`src/rtl/ex_mdu_pkg.sv`:
```
`default_nettype none
// +----------------------------------------------------------------------------+
// | Module  : ex_mdu_pkg                                                       |
// | Brief   : RV32M opcode/funct3 selectors, MDU state encoding and helpers.   |
// | Revision: 1.0 - initial release                                            |
// +----------------------------------------------------------------------------+
package ex_mdu_pkg;

    // R-type opcode; funct7 picks the M extension out of it
    localparam logic [6:0] INST_TYPE_R_M = 7'b0110011;
    localparam logic [6:0] INST_FUNCT7_M = 7'b0000001;

    localparam logic [2:0] INST_MUL    = 3'b000;
    localparam logic [2:0] INST_MULH   = 3'b001;
    localparam logic [2:0] INST_MULHSU = 3'b010;
    localparam logic [2:0] INST_MULHU  = 3'b011;
    localparam logic [2:0] INST_DIV    = 3'b100;
    localparam logic [2:0] INST_DIVU   = 3'b101;
    localparam logic [2:0] INST_REM    = 3'b110;
    localparam logic [2:0] INST_REMU   = 3'b111;

    typedef enum logic [1:0] {
        MDU_IDLE = 2'd0,
        MDU_CALC = 2'd1,
        MDU_FIX  = 2'd2,
        MDU_DONE = 2'd3
    } mdu_state_t;

    function automatic logic op1_is_signed(input logic [2:0] f3);
        return (f3 == INST_MULH) || (f3 == INST_MULHSU) ||
               (f3 == INST_DIV)  || (f3 == INST_REM);
    endfunction

    function automatic logic op2_is_signed(input logic [2:0] f3);
        return (f3 == INST_MULH) || (f3 == INST_DIV) || (f3 == INST_REM);
    endfunction

    function automatic logic is_div_op(input logic [2:0] f3);
        return f3[2];
    endfunction

endpackage
`default_nettype wire

```
`src/rtl/ex_mdu_if.sv`:
```
`default_nettype none
// +----------------------------------------------------------------------------+
// | Module  : ex_mdu_if                                                        |
// | Brief   : Issue/writeback bundle between id_ex, control and the MDU.       |
// | Revision: 1.0 - initial release                                            |
// +----------------------------------------------------------------------------+
interface ex_mdu_if #(
    parameter int XLEN = 32
);
    logic            start_i;
    logic [2:0]      funct3_i;
    logic [XLEN-1:0] op1_i;
    logic [XLEN-1:0] op2_i;
    logic [4:0]      rd_addr_i;
    logic            flush_i;
    logic            hold_flag_o;
    logic            done_o;
    logic [4:0]      rd_addr_o;
    logic [XLEN-1:0] rd_data_o;
    logic            rd_wen_o;

    modport master (
        output start_i, funct3_i, op1_i, op2_i, rd_addr_i, flush_i,
        input  hold_flag_o, done_o, rd_addr_o, rd_data_o, rd_wen_o
    );

    modport slave (
        input  start_i, funct3_i, op1_i, op2_i, rd_addr_i, flush_i,
        output hold_flag_o, done_o, rd_addr_o, rd_data_o, rd_wen_o
    );
endinterface
`default_nettype wire

```
`src/rtl/ex_mdu_step.sv`:
```
`default_nettype none
// +----------------------------------------------------------------------------+
// | Module  : mdu_step                                                         |
// | Brief   : One MDU iteration: STEP_BITS of shift-add or restoring divide.   |
// | Revision: 1.0 - initial release                                            |
// +----------------------------------------------------------------------------+
module mdu_step #(
    parameter int XLEN      = 32,
    parameter int STEP_BITS = 1
) (
    input  wire logic [2*XLEN:0]   acc_i,
    input  wire logic [XLEN-1:0]   operand_i,
    input  wire logic              div_mode_i,
    output logic      [2*XLEN:0]   acc_o
);
    localparam int SUM_W = XLEN + STEP_BITS + 1;

    logic [SUM_W-1:0]              w_hi;
    logic [SUM_W-1:0]              w_mcand;
    logic [SUM_W-1:0]              w_mbits;
    logic [SUM_W-1:0]              w_sum;
    logic [SUM_W+XLEN-1:0]         w_mul_cat;
    logic [2*XLEN:0]               w_div_acc;
    logic [XLEN+1:0]               w_diff;

    // Multiply: acc = {partial product, remaining multiplier bits}
    always_comb begin
        w_hi      = {{STEP_BITS{1'b0}}, acc_i[2*XLEN:XLEN]};
        w_mcand   = {{(STEP_BITS+1){1'b0}}, operand_i};
        w_mbits   = {{(XLEN+1){1'b0}}, acc_i[STEP_BITS-1:0]};
        w_sum     = w_hi + (w_mcand * w_mbits);
        w_mul_cat = {w_sum, acc_i[XLEN-1:0]};
    end

    // Divide: acc = {partial remainder (XLEN+1), dividend/quotient}
    always_comb begin
        w_div_acc = acc_i;
        w_diff    = '0;
        for (int i = 0; i < STEP_BITS; i++) begin
            w_div_acc = {w_div_acc[2*XLEN-1:0], 1'b0};
            w_diff    = {1'b0, w_div_acc[2*XLEN:XLEN]} - {2'b00, operand_i};
            if (!w_diff[XLEN+1]) begin
                w_div_acc[2*XLEN:XLEN] = w_diff[XLEN:0];
                w_div_acc[0]           = 1'b1;
            end
        end
    end

    assign acc_o = div_mode_i ? w_div_acc : w_mul_cat[2*XLEN+STEP_BITS:STEP_BITS];

endmodule
`default_nettype wire

```
`src/rtl/ex_mdu.sv`:
```
`default_nettype none
// +----------------------------------------------------------------------------+
// | Module  : ex_mdu                                                           |
// | Brief   : Multi-cycle RV32M multiply/divide unit in the execute stage.     |
// | Revision: 1.0 - initial release                                            |
// +----------------------------------------------------------------------------+
module ex_mdu
    import ex_mdu_pkg::*;
#(
    parameter int XLEN      = 32,
    parameter int STEP_BITS = 1
) (
    input  wire logic clk,
    input  wire logic rst_n,
    ex_mdu_if.slave   mdu_if
);
    localparam int ITER  = XLEN / STEP_BITS;
    localparam int CNT_W = (ITER > 1) ? $clog2(ITER) : 1;
    localparam logic [CNT_W-1:0] C_LAST    = CNT_W'(ITER - 1);
    localparam logic [XLEN-1:0]  C_MIN_INT = {1'b1, {(XLEN-1){1'b0}}};

    mdu_state_t        r_state;
    mdu_state_t        w_next_state;
    logic [2:0]        r_funct3;
    logic [4:0]        r_rd_addr;
    logic [2*XLEN:0]   r_acc;
    logic [XLEN-1:0]   r_operand;
    logic              r_neg_res;
    logic              r_neg_rem;
    logic [CNT_W-1:0]  r_cnt;
    logic [XLEN-1:0]   r_rd_data;

    logic              w_accept;
    logic              w_hold;
    logic              w_done;
    logic              w_op1_neg;
    logic              w_op2_neg;
    logic [XLEN-1:0]   w_mag1;
    logic [XLEN-1:0]   w_mag2;
    logic              w_div0;
    logic              w_ovf;
    logic              w_special;
    logic [XLEN-1:0]   w_special_data;
    logic [2*XLEN:0]   w_step_acc;
    logic [2*XLEN-1:0] w_prod;
    logic [XLEN-1:0]   w_quot;
    logic [XLEN-1:0]   w_rem;
    logic [XLEN-1:0]   w_fix_data;

    // Operand conditioning at accept: magnitudes plus sign flags
    always_comb begin
        w_op1_neg = op1_is_signed(mdu_if.funct3_i) && mdu_if.op1_i[XLEN-1];
        w_op2_neg = op2_is_signed(mdu_if.funct3_i) && mdu_if.op2_i[XLEN-1];
        w_mag1    = w_op1_neg ? -mdu_if.op1_i : mdu_if.op1_i;
        w_mag2    = w_op2_neg ? -mdu_if.op2_i : mdu_if.op2_i;
        w_div0    = is_div_op(mdu_if.funct3_i) && (mdu_if.op2_i == '0);
        w_ovf     = ((mdu_if.funct3_i == INST_DIV) || (mdu_if.funct3_i == INST_REM)) &&
                    (mdu_if.op1_i == C_MIN_INT) && (mdu_if.op2_i == '1);
        w_special = w_div0 || w_ovf;
        if (w_div0) begin
            w_special_data = mdu_if.funct3_i[1] ? mdu_if.op1_i : '1;
        end else begin
            w_special_data = mdu_if.funct3_i[1] ? '0 : C_MIN_INT;
        end
    end

    mdu_step #(
        .XLEN      (XLEN),
        .STEP_BITS (STEP_BITS)
    ) u_mdu_step (
        .acc_i      (r_acc),
        .operand_i  (r_operand),
        .div_mode_i (is_div_op(r_funct3)),
        .acc_o      (w_step_acc)
    );

    // Sign fix-up and result selection
    always_comb begin
        w_prod = r_neg_res ? -r_acc[2*XLEN-1:0] : r_acc[2*XLEN-1:0];
        w_quot = r_neg_res ? -r_acc[XLEN-1:0] : r_acc[XLEN-1:0];
        w_rem  = r_neg_rem ? -r_acc[2*XLEN-1:XLEN] : r_acc[2*XLEN-1:XLEN];
        if (is_div_op(r_funct3)) begin
            w_fix_data = r_funct3[1] ? w_rem : w_quot;
        end else begin
            w_fix_data = (r_funct3 == INST_MUL) ? w_prod[XLEN-1:0] : w_prod[2*XLEN-1:XLEN];
        end
    end

    always_ff @(posedge clk or negedge rst_n) begin
        if (!rst_n) begin
            r_state <= MDU_IDLE;
        end else begin
            r_state <= w_next_state;
        end
    end

    always_comb begin
        w_next_state = r_state;
        w_accept     = 1'b0;
        w_hold       = 1'b0;
        w_done       = 1'b0;
        unique case (r_state)
            MDU_IDLE: begin
                w_accept = mdu_if.start_i && !mdu_if.flush_i;
                w_hold   = w_accept;
                if (w_accept) begin
                    w_next_state = w_special ? MDU_DONE : MDU_CALC;
                end
            end
            MDU_CALC: begin
                w_hold = !mdu_if.flush_i;
                if (mdu_if.flush_i) begin
                    w_next_state = MDU_IDLE;
                end else if (r_cnt == C_LAST) begin
                    w_next_state = MDU_FIX;
                end
            end
            MDU_FIX: begin
                w_hold       = !mdu_if.flush_i;
                w_next_state = mdu_if.flush_i ? MDU_IDLE : MDU_DONE;
            end
            MDU_DONE: begin
                w_done       = !mdu_if.flush_i;
                w_next_state = MDU_IDLE;
            end
            default: w_next_state = MDU_IDLE;
        endcase
    end

    always_ff @(posedge clk or negedge rst_n) begin
        if (!rst_n) begin
            r_funct3  <= '0;
            r_rd_addr <= '0;
            r_acc     <= '0;
            r_operand <= '0;
            r_neg_res <= 1'b0;
            r_neg_rem <= 1'b0;
            r_cnt     <= '0;
            r_rd_data <= '0;
        end else begin
            case (r_state)
                MDU_IDLE: begin
                    if (w_accept) begin
                        r_funct3  <= mdu_if.funct3_i;
                        r_rd_addr <= mdu_if.rd_addr_i;
                        r_cnt     <= '0;
                        r_neg_res <= w_op1_neg ^ w_op2_neg;
                        r_neg_rem <= w_op1_neg;
                        // Divide iterates the dividend, multiply the multiplier
                        if (is_div_op(mdu_if.funct3_i)) begin
                            r_acc     <= {{(XLEN+1){1'b0}}, w_mag1};
                            r_operand <= w_mag2;
                        end else begin
                            r_acc     <= {{(XLEN+1){1'b0}}, w_mag2};
                            r_operand <= w_mag1;
                        end
                        if (w_special) begin
                            r_rd_data <= w_special_data;
                        end
                    end
                end
                MDU_CALC: begin
                    r_acc <= w_step_acc;
                    r_cnt <= r_cnt + 1'b1;
                end
                MDU_FIX: begin
                    if (!mdu_if.flush_i) begin
                        r_rd_data <= w_fix_data;
                    end
                end
                default: ;
            endcase
        end
    end

    assign mdu_if.hold_flag_o = w_hold;
    assign mdu_if.done_o      = w_done;
    assign mdu_if.rd_wen_o    = w_done && (r_rd_addr != 5'd0);
    assign mdu_if.rd_addr_o   = r_rd_addr;
    assign mdu_if.rd_data_o   = r_rd_data;

endmodule
`default_nettype wire

```
`src/flat_wrapper.sv`:
```
// flat-port wrapper written by rule: the top's interface ports become plain ports
module ex_mdu_flat import ex_mdu_pkg::*;
#(
    parameter int XLEN      = 32,
    parameter int STEP_BITS = 1
)
  (clk, rst_n, mdu_if_start_i, mdu_if_funct3_i, mdu_if_op1_i, mdu_if_op2_i, mdu_if_rd_addr_i, mdu_if_flush_i, mdu_if_hold_flag_o, mdu_if_done_o, mdu_if_rd_addr_o, mdu_if_rd_data_o, mdu_if_rd_wen_o);
  ex_mdu_if #(.XLEN(XLEN)) mdu_if_i ();
  input  wire logic clk;
  input  wire logic rst_n;
  input wire logic [$bits(mdu_if_i.start_i)-1:0] mdu_if_start_i;
  input wire logic [$bits(mdu_if_i.funct3_i)-1:0] mdu_if_funct3_i;
  input wire logic [$bits(mdu_if_i.op1_i)-1:0] mdu_if_op1_i;
  input wire logic [$bits(mdu_if_i.op2_i)-1:0] mdu_if_op2_i;
  input wire logic [$bits(mdu_if_i.rd_addr_i)-1:0] mdu_if_rd_addr_i;
  input wire logic [$bits(mdu_if_i.flush_i)-1:0] mdu_if_flush_i;
  output wire logic [$bits(mdu_if_i.hold_flag_o)-1:0] mdu_if_hold_flag_o;
  output wire logic [$bits(mdu_if_i.done_o)-1:0] mdu_if_done_o;
  output wire logic [$bits(mdu_if_i.rd_addr_o)-1:0] mdu_if_rd_addr_o;
  output wire logic [$bits(mdu_if_i.rd_data_o)-1:0] mdu_if_rd_data_o;
  output wire logic [$bits(mdu_if_i.rd_wen_o)-1:0] mdu_if_rd_wen_o;
  assign mdu_if_i.start_i = mdu_if_start_i;
  assign mdu_if_i.funct3_i = mdu_if_funct3_i;
  assign mdu_if_i.op1_i = mdu_if_op1_i;
  assign mdu_if_i.op2_i = mdu_if_op2_i;
  assign mdu_if_i.rd_addr_i = mdu_if_rd_addr_i;
  assign mdu_if_i.flush_i = mdu_if_flush_i;
  assign mdu_if_hold_flag_o = mdu_if_i.hold_flag_o;
  assign mdu_if_done_o = mdu_if_i.done_o;
  assign mdu_if_rd_addr_o = mdu_if_i.rd_addr_o;
  assign mdu_if_rd_data_o = mdu_if_i.rd_data_o;
  assign mdu_if_rd_wen_o = mdu_if_i.rd_wen_o;
  ex_mdu #(.XLEN(XLEN), .STEP_BITS(STEP_BITS)) u_core (.clk(clk), .rst_n(rst_n), .mdu_if(mdu_if_i));
endmodule
```
`config.mk`:
```
export PLATFORM = sky130hd
export DESIGN_NAME = ex_mdu_flat
export DESIGN_NICKNAME = d
export VERILOG_FILES = /design/src/rtl/ex_mdu_pkg.sv /design/src/rtl/ex_mdu_if.sv /design/src/rtl/ex_mdu_step.sv /design/src/rtl/ex_mdu.sv /design/src/flat_wrapper.sv
export SDC_FILE = /design/constraint.sdc
export NUM_CORES = 1
export LEC_CHECK = 0
export ABC_CLOCK_PERIOD_IN_PS = 4400
export CAP_MARGIN = 10
export CORE_MARGIN = 2
export CORE_UTILIZATION = 25
export DETAILED_ROUTE_END_ITERATION = 10
export GPL_TIMING_DRIVEN = 0
export MAX_ROUTING_LAYER = met4
export PLACE_DENSITY = 0.52
export SLEW_MARGIN = 10
export SYNTH_ARGS = -nofsm -noshare
export SYNTH_HDL_FRONTEND = slang
export SYNTH_HIERARCHICAL = 1
export SYNTH_SLANG_ARGS = --single-unit
```
`constraint.sdc`:
```
create_clock -name clk -period 4.4 [get_ports clk]
set_input_delay 0.66 -clock clk [delete_from_list [all_inputs] [get_ports clk]]
set_output_delay 0.66 -clock clk [all_outputs]
set_load 0.1 [all_outputs]
```
**Word-level counts from Yosys, hierarchy flattened**

Cells that the tools add are included.

- Add/sub/neg operators: 8
- Multiply operators: 1
- Div/mod/pow operators: 0
- Magnitude comparators: 0
- Equal/unequal tests: 15
- Shift-type cells: 0
- Muxes and demuxes: 33
- Bitwise logic cells: 1
- Reductions and logical operators: 26

Operators with widths:

| kind | number |
|---|---|
| $mux W32 | 15 |
| $mux W65 | 2 |
| $pmux W65 S2 | 1 |
| $neg A32 Y32 | 4 |
| $eq A32 B32 Y1 const B | 2 |
| $mux W64 | 1 |
| $neg A64 Y64 | 1 |
| $pmux W32 S2 | 1 |
| $add A33 B33 Y34 | 1 |
| $sub A33 B32 Y34 | 1 |
| $mul A32 B1 Y33 | 1 |
| $mux W33 | 1 |
| $logic_not A32 Y1 | 1 |
| $mux W2 | 5 |
| $pmux W5 S2 | 1 |
| $pmux W2 S4 | 1 |
| $logic_and A1 B1 Y1 | 7 |
| $logic_or A1 B1 Y1 | 7 |
| $eq A3 B3 Y1 const B | 2 |
| $ne A2 B1 Y1 const B | 3 |
| $reduce_and A2 Y1 | 3 |
| $add A5 B1 Y5 const B | 1 |
| $eq A5 B5 Y1 const B | 1 |
| $mux W5 | 1 |
| other kinds (16) | 20 |

- Flip-flop bits (word level): 146
- Latch bits: 0
- Memory bits (writable): 0
- Memory bits (read-only): 0
- Input bits: 76
- Output and inout bits: 40
- Word-level logic and storage cells: 93
- Memories: 0

**Depth between registers and ports, before layout**

- Depth in word-level cells: 9
- Mapped depth: 16
- Depth with buffers taken out: 14

**Cells and area by module**

The synthesis kept the hierarchy.

Modules (own cells, without submodules):

| module | instances | cells an instance | area each (µm²) | seq. area each (µm²) |
|---|---|---|---|---|
| ex_mdu | 1 | 1430 | 11228.3 | 3653.5 |
| mdu_step | 1 | 696 | 4670.7 | 0.0 |

**Worst setup path after synthesis**

Ideal clock, no wire load.

- Path kind: input port to output port
- Start: input port mdu_if_flush_i
- End: output port mdu_if_hold_flag_o
- Arrival time: 2.936 ns
- Data required time: 3.740 ns
- Setup slack: 0.804 ns
- Cell stages on the path: 5
- Buffers on the path: 2
- Path through: nand2b_1 -> or2_2 -> clkbuf_1 -> clkbuf_1 -> a21oi_1

- Cells in the longest elaborated chain, start to end: 3

Ends and longest elaborated chain:

| element | RTL line | text |
|---|---|---|
| from (decl) | flat_wrapper.sv:16 | `input wire logic [$bits(mdu_if_i.flush_i)-1:0] mdu_if_flush_i;` |
| $logic_not A1 Y1 (*) | ex_mdu.sv:104, ex_mdu.sv:111, ex_mdu.sv:119 |  |
| $logic_and A1 B1 Y1 | ex_mdu.sv:104 | `w_accept = mdu_if.start_i && !mdu_if.flush_i;` |
| $pmux W1 S2 (*) | ex_mdu.sv:102 | `unique case (r_state)` |
| to (decl) | flat_wrapper.sv:17 | `output wire logic [$bits(mdu_if_i.hold_flag_o)-1:0] mdu_if_hold_flag_o;` |

Every way passes the cells marked *; elsewhere a longest branch is shown, timed or not.

**Worst setup path in the final report**

- Start: register u_core.r_acc[0]
- End: register u_core.r_acc[61]

- Cells in the longest elaborated chain, start to end: 4

Ends and longest elaborated chain:

| element | RTL line | text |
|---|---|---|
| from (decl) | ex_mdu.sv:26 | `logic [2*XLEN:0] r_acc;` |
| from (signal assigned) | ex_mdu.sv:151 | `r_acc <= {{(XLEN+1){1'b0}}, w_mag1};` |
| from (signal assigned) | ex_mdu.sv:154 | `r_acc <= {{(XLEN+1){1'b0}}, w_mag2};` |
| from (signal assigned) | ex_mdu.sv:163 | `r_acc <= w_step_acc;` |
| $mul A32 B1 Y33 | ex_mdu_step.sv:31 | `w_sum = w_hi + (w_mcand * w_mbits);` |
| $add A33 B33 Y34 | ex_mdu_step.sv:31 |  |
| $mux W65 | ex_mdu_step.sv:49 | `assign acc_o = div_mode_i ? w_div_acc : w_mul_cat[2*XLEN+STEP_BITS:STEP_BITS];` |
| via u_core.w_step_acc[61] | ex_mdu.sv:44 | `logic [2*XLEN:0] w_step_acc;` |
| $pmux W65 S2 | ex_mdu.sv:141 | `case (r_state)` |

The timed path passes the listed nets, and every way through them passes these cells.
A chain may end at the register's enable or synchronous reset.

==> flow_metrics.tcl <==
set metrics [dict create \
    vias 17842 \
    clockRootBuffer "clkbuf_16" \
    cts_sinks 146 \
    power_leakage_nw 7.39 \
    place_congestion 0.989 \
    track_usage_pct 25.5 \
    syn-num-nets 2281 \
    synth_common_cells "nand2_1 (226), nor2_1 (185), a21oi_1 (172)" \
    powerDensity_nw_per_um2 909 \
    critPathMaxStageDelay_ps 560 \
    synth.most_common_cell "nand2_1" \
    synthMuxAreaShare_pct 4.62 \
    synthFlopType "dfrtp_1" \
    pin_count 116 \
    ys.warnings.count 6 \
    grt.overflow.total 0 \
    power_mw 17.1 \
    grt_max_degree 90 \
    critPathKind "flop to flop" \
    numCtsBuffers 17 \
    synth_top_family_by_area "compound AO/OA/AOI/OAI gates" \
    synth_top_area_share_pct 23.0 \
    worst_pin_slew_ps 1250 \
    fin_skew_ps 18.5 \
    synth_top_cells_by_area "dfrtp_1 (23%), ha_1 (6.1%), xnor2_1 (5.6%)" \
    die_h_um 256 \
    syn2layout_area_growth_pct 18.6 \
    grt_first_pass_wirelength_um 119000 \
    synth-simple-area-share_pct 21.9 \
    setup_viol 0 \
    cts_tree "yes" \
    num_rows 92 \
    whs_ps 86.6 \
    path_cells "clkbuf_2 > and2_1 > ha_1 > fa_1 > a211oi_1 > o21ai_0 > o31ai_2 > buf_4 > a22oi_2 > a31oi_2 > o21ai_0 > a41oi_1 > xor2_1 > o21ai_0 > a22o_1" \
    synth-async-reset-ratio_pct 100 \
    slew_headroom_pct 17.0 \
    clock.fmax_mhz 239 \
    final_max_slew_viol_count 0 \
    crit_arrival_ps 4560 \
    routed_wl_um 82900 \
    yosys.area_share.adder_pct 6.31 \
    vias_per_cell 5.71 \
    drt-initial-drc-count 1926 \
    layout-drive-gt1-share_pct 5.67 \
    fp.dieW_um 256 \
    syn_area_um2 15900 \
    holdBufCountCts 0 \
    core_area_um2 63000 \
    finalSetupTns_ps 0 \
    clockBufferDepth 2 \
    syn_area_per_cell_um2 7.48 \
    path_clk_slew_ps 80 \
    die-area_um2 65600 \
    worst_setup_path_start_kind "flop" \
    final_hold_viol_count 0 \
    crit_path_max_fanout 13 \
    endpoint_kind "flop" \
    synth_xor_area_share_pct 10.1 \
    netlist_instances 2126 \
    min_period_ps 4180 \
    hpwlAfterDp_um 66800 \
    wl_per_cell_um 26.5 \
    yosysTopAreaCell "dfrtp_1" \
    cp_common_cell "o21ai_0" \
    crit_slowest_cell "dfrtp_2" \
    initial_core_util_pct 25.3 \
    io_buffers 115 \
    fin_crit_sh_pct 95.0 \
    grt_setup_unrepaired "no" \
    nNetsFinal 2418 \
    maxCapViolCount 0 \
    synth_cell_type_count 83 \
    synth_edf_count 0 \
    hp-class "input port to async pin" \
    antenna_found_initial 4 \
    drc 0 \
    vdd_ir_drop_max_v 0.000486 \
    ys_seq_elements 146 \
    h-tree-depth 4 \
    status "complete, no violations" \
    synth-compound-area-share_pct 28.6 \
    antenna_left 0 \
    first_global_vias 16836 \
    firstDrtPassIters 8 \
    insertion_delay_ps 500 \
    worstPathRequired_ps 4780 \
    ys_seq_area_share_pct 23.0 \
]
[worst max-delay path, delay by kind of cell, from the launching register on]
family	cells	cell delay [ps]
buf+inv	2	440
simple gates	1	190
flops	1	560
fa+ha+maj	2	660
compound gates	9	1990
xor+xnor	1	210
[cells by family (layout without fill, tap and decap cells)]
kind of cell / count (synthesis) / after routing
simple gates: 722 / 722
compound gates: 706 / 706
buf+inv: 221 / 371
xor+xnor: 184 / 184
flops: 146 / 146
fa+ha+maj: 79 / 79
mux: 68 / 68
other cells: 0 / 5
[placed cells by master (no fill, tap or decap), types with 7 or more instances in the layout]
master             n
nand2_1          226
nor2_1           184
a21oi_1          172
o21ai_0          160
dfrtp_1          145
clkbuf_1         122
clkdlybuf4s50_1  113
xnor2_1          101
xor2_1            83
inv_1             80
ha_1              77
a31oi_1           61
nand3_1           47
and2_1            39
nor3_1            38
mux2_2            38
o31ai_1           37
a21o_1            35
o211ai_1          31
o41ai_1           30
a22o_1            30
nor4_1            28
mux2i_1           28
nand4_1           25
and3_1            23
or4_1             21
o21a_1            20
o22ai_1           19
clkbuf_16         17
nor2b_1           16
or3_1             16
nand2b_1          15
or2_2             13
o221ai_1          10
a211oi_1          10
a22oi_1            9
and4_1             8
clkinv_8           7
a211o_1            7
[what timing repair did]
| item | CTS | global route |
|---|---|---|
| pin swaps | 0 | 1 |
| setup endpoints to repair | 7 | 31 |
| gates resized for setup | 3 | 11 |
| setup buffers | 0 | 1 |
[per-layer routing]
layer / vias up / GRT usage [%] / part of all wire [%]
met1: 8846 / 33.3 / 44
met2: 794 / 39.1 / 45
met4: 0 / 8.97 / 3.5
met3: 121 / 4.99 / 7.0
met5: - / - / 0
li1: 8081 / - / -
[per-stage QoR]
| step | setup slack [ps] | area, um2 | instances | util (%) |
|---|---|---|---|---|
| 2_1_floorplan | 804 | 15900 | 2126 | - |
| 3_3_place_gp | -3720 | 18100 | 3087 | 28.8 |
| 3_5_place_dp | -453 | 18200 | 3089 | 28.9 |
| 4_1_cts | 20.4 | 18800 | 3121 | 29.9 |
| 5_1_grt | 24.8 | 18900 | 3125 | 29.9 |
| 6_report | 220 | 18900 | 3127 | 30.0 |
[state kept, by name, indices dropped and copies added, names as in the netlist]
| register | cells |
|---|---|
| u_core/r_operand | 32 |
| u_core/mdu_if.rd_addr_o | 5 |
| u_core/r_funct3 | 3 |
| u_core/r_acc | 65 |
| u_core/r_cnt | 5 |
| u_core/r_neg_rem | 1 |
| u_core/r_neg_res | 1 |
| u_core/r_state | 2 |
| u_core/mdu_if.rd_data_o | 32 |
[worst paths after layout]
kind	from	to	slack, ps	depth (start not counted)
worst max-delay path	u_core/r_acc[0]	u_core/r_acc[61]	220	15
worst min-delay path	rst_n	u_core/mdu_if.rd_data_o[15]	90	1
worst max register to register	u_core/r_acc[0]	u_core/r_acc[61]	220	15
worst min register to register	u_core/mdu_if.rd_data_o[19]	u_core/mdu_if.rd_data_o[19]	520	2
max in group asynchronous	rst_n	u_core/r_acc[37]	3430	2
min in group clk	u_core/mdu_if.rd_data_o[19]	u_core/mdu_if.rd_data_o[19]	520	2
[final cells by class]
class,instances,area (um2)
Fill cell,6792,44100
Inverter,81,304
Clock inverter,15,193
Clock buffer,17,425
Tap cell,846,1060
Antenna cell,5,12.5
Sequential cell,146,3650
Multi-Input combinational cell,1759,11400
Timing Repair Buffer,118,1200
Buffer,140,561
[power by group]
group,internal [mW],switching (mW)
clock network,0.769,0.775
registers,1.98,1.19
logic,4.13,8.31
Power figures use the tool's default switching activity.
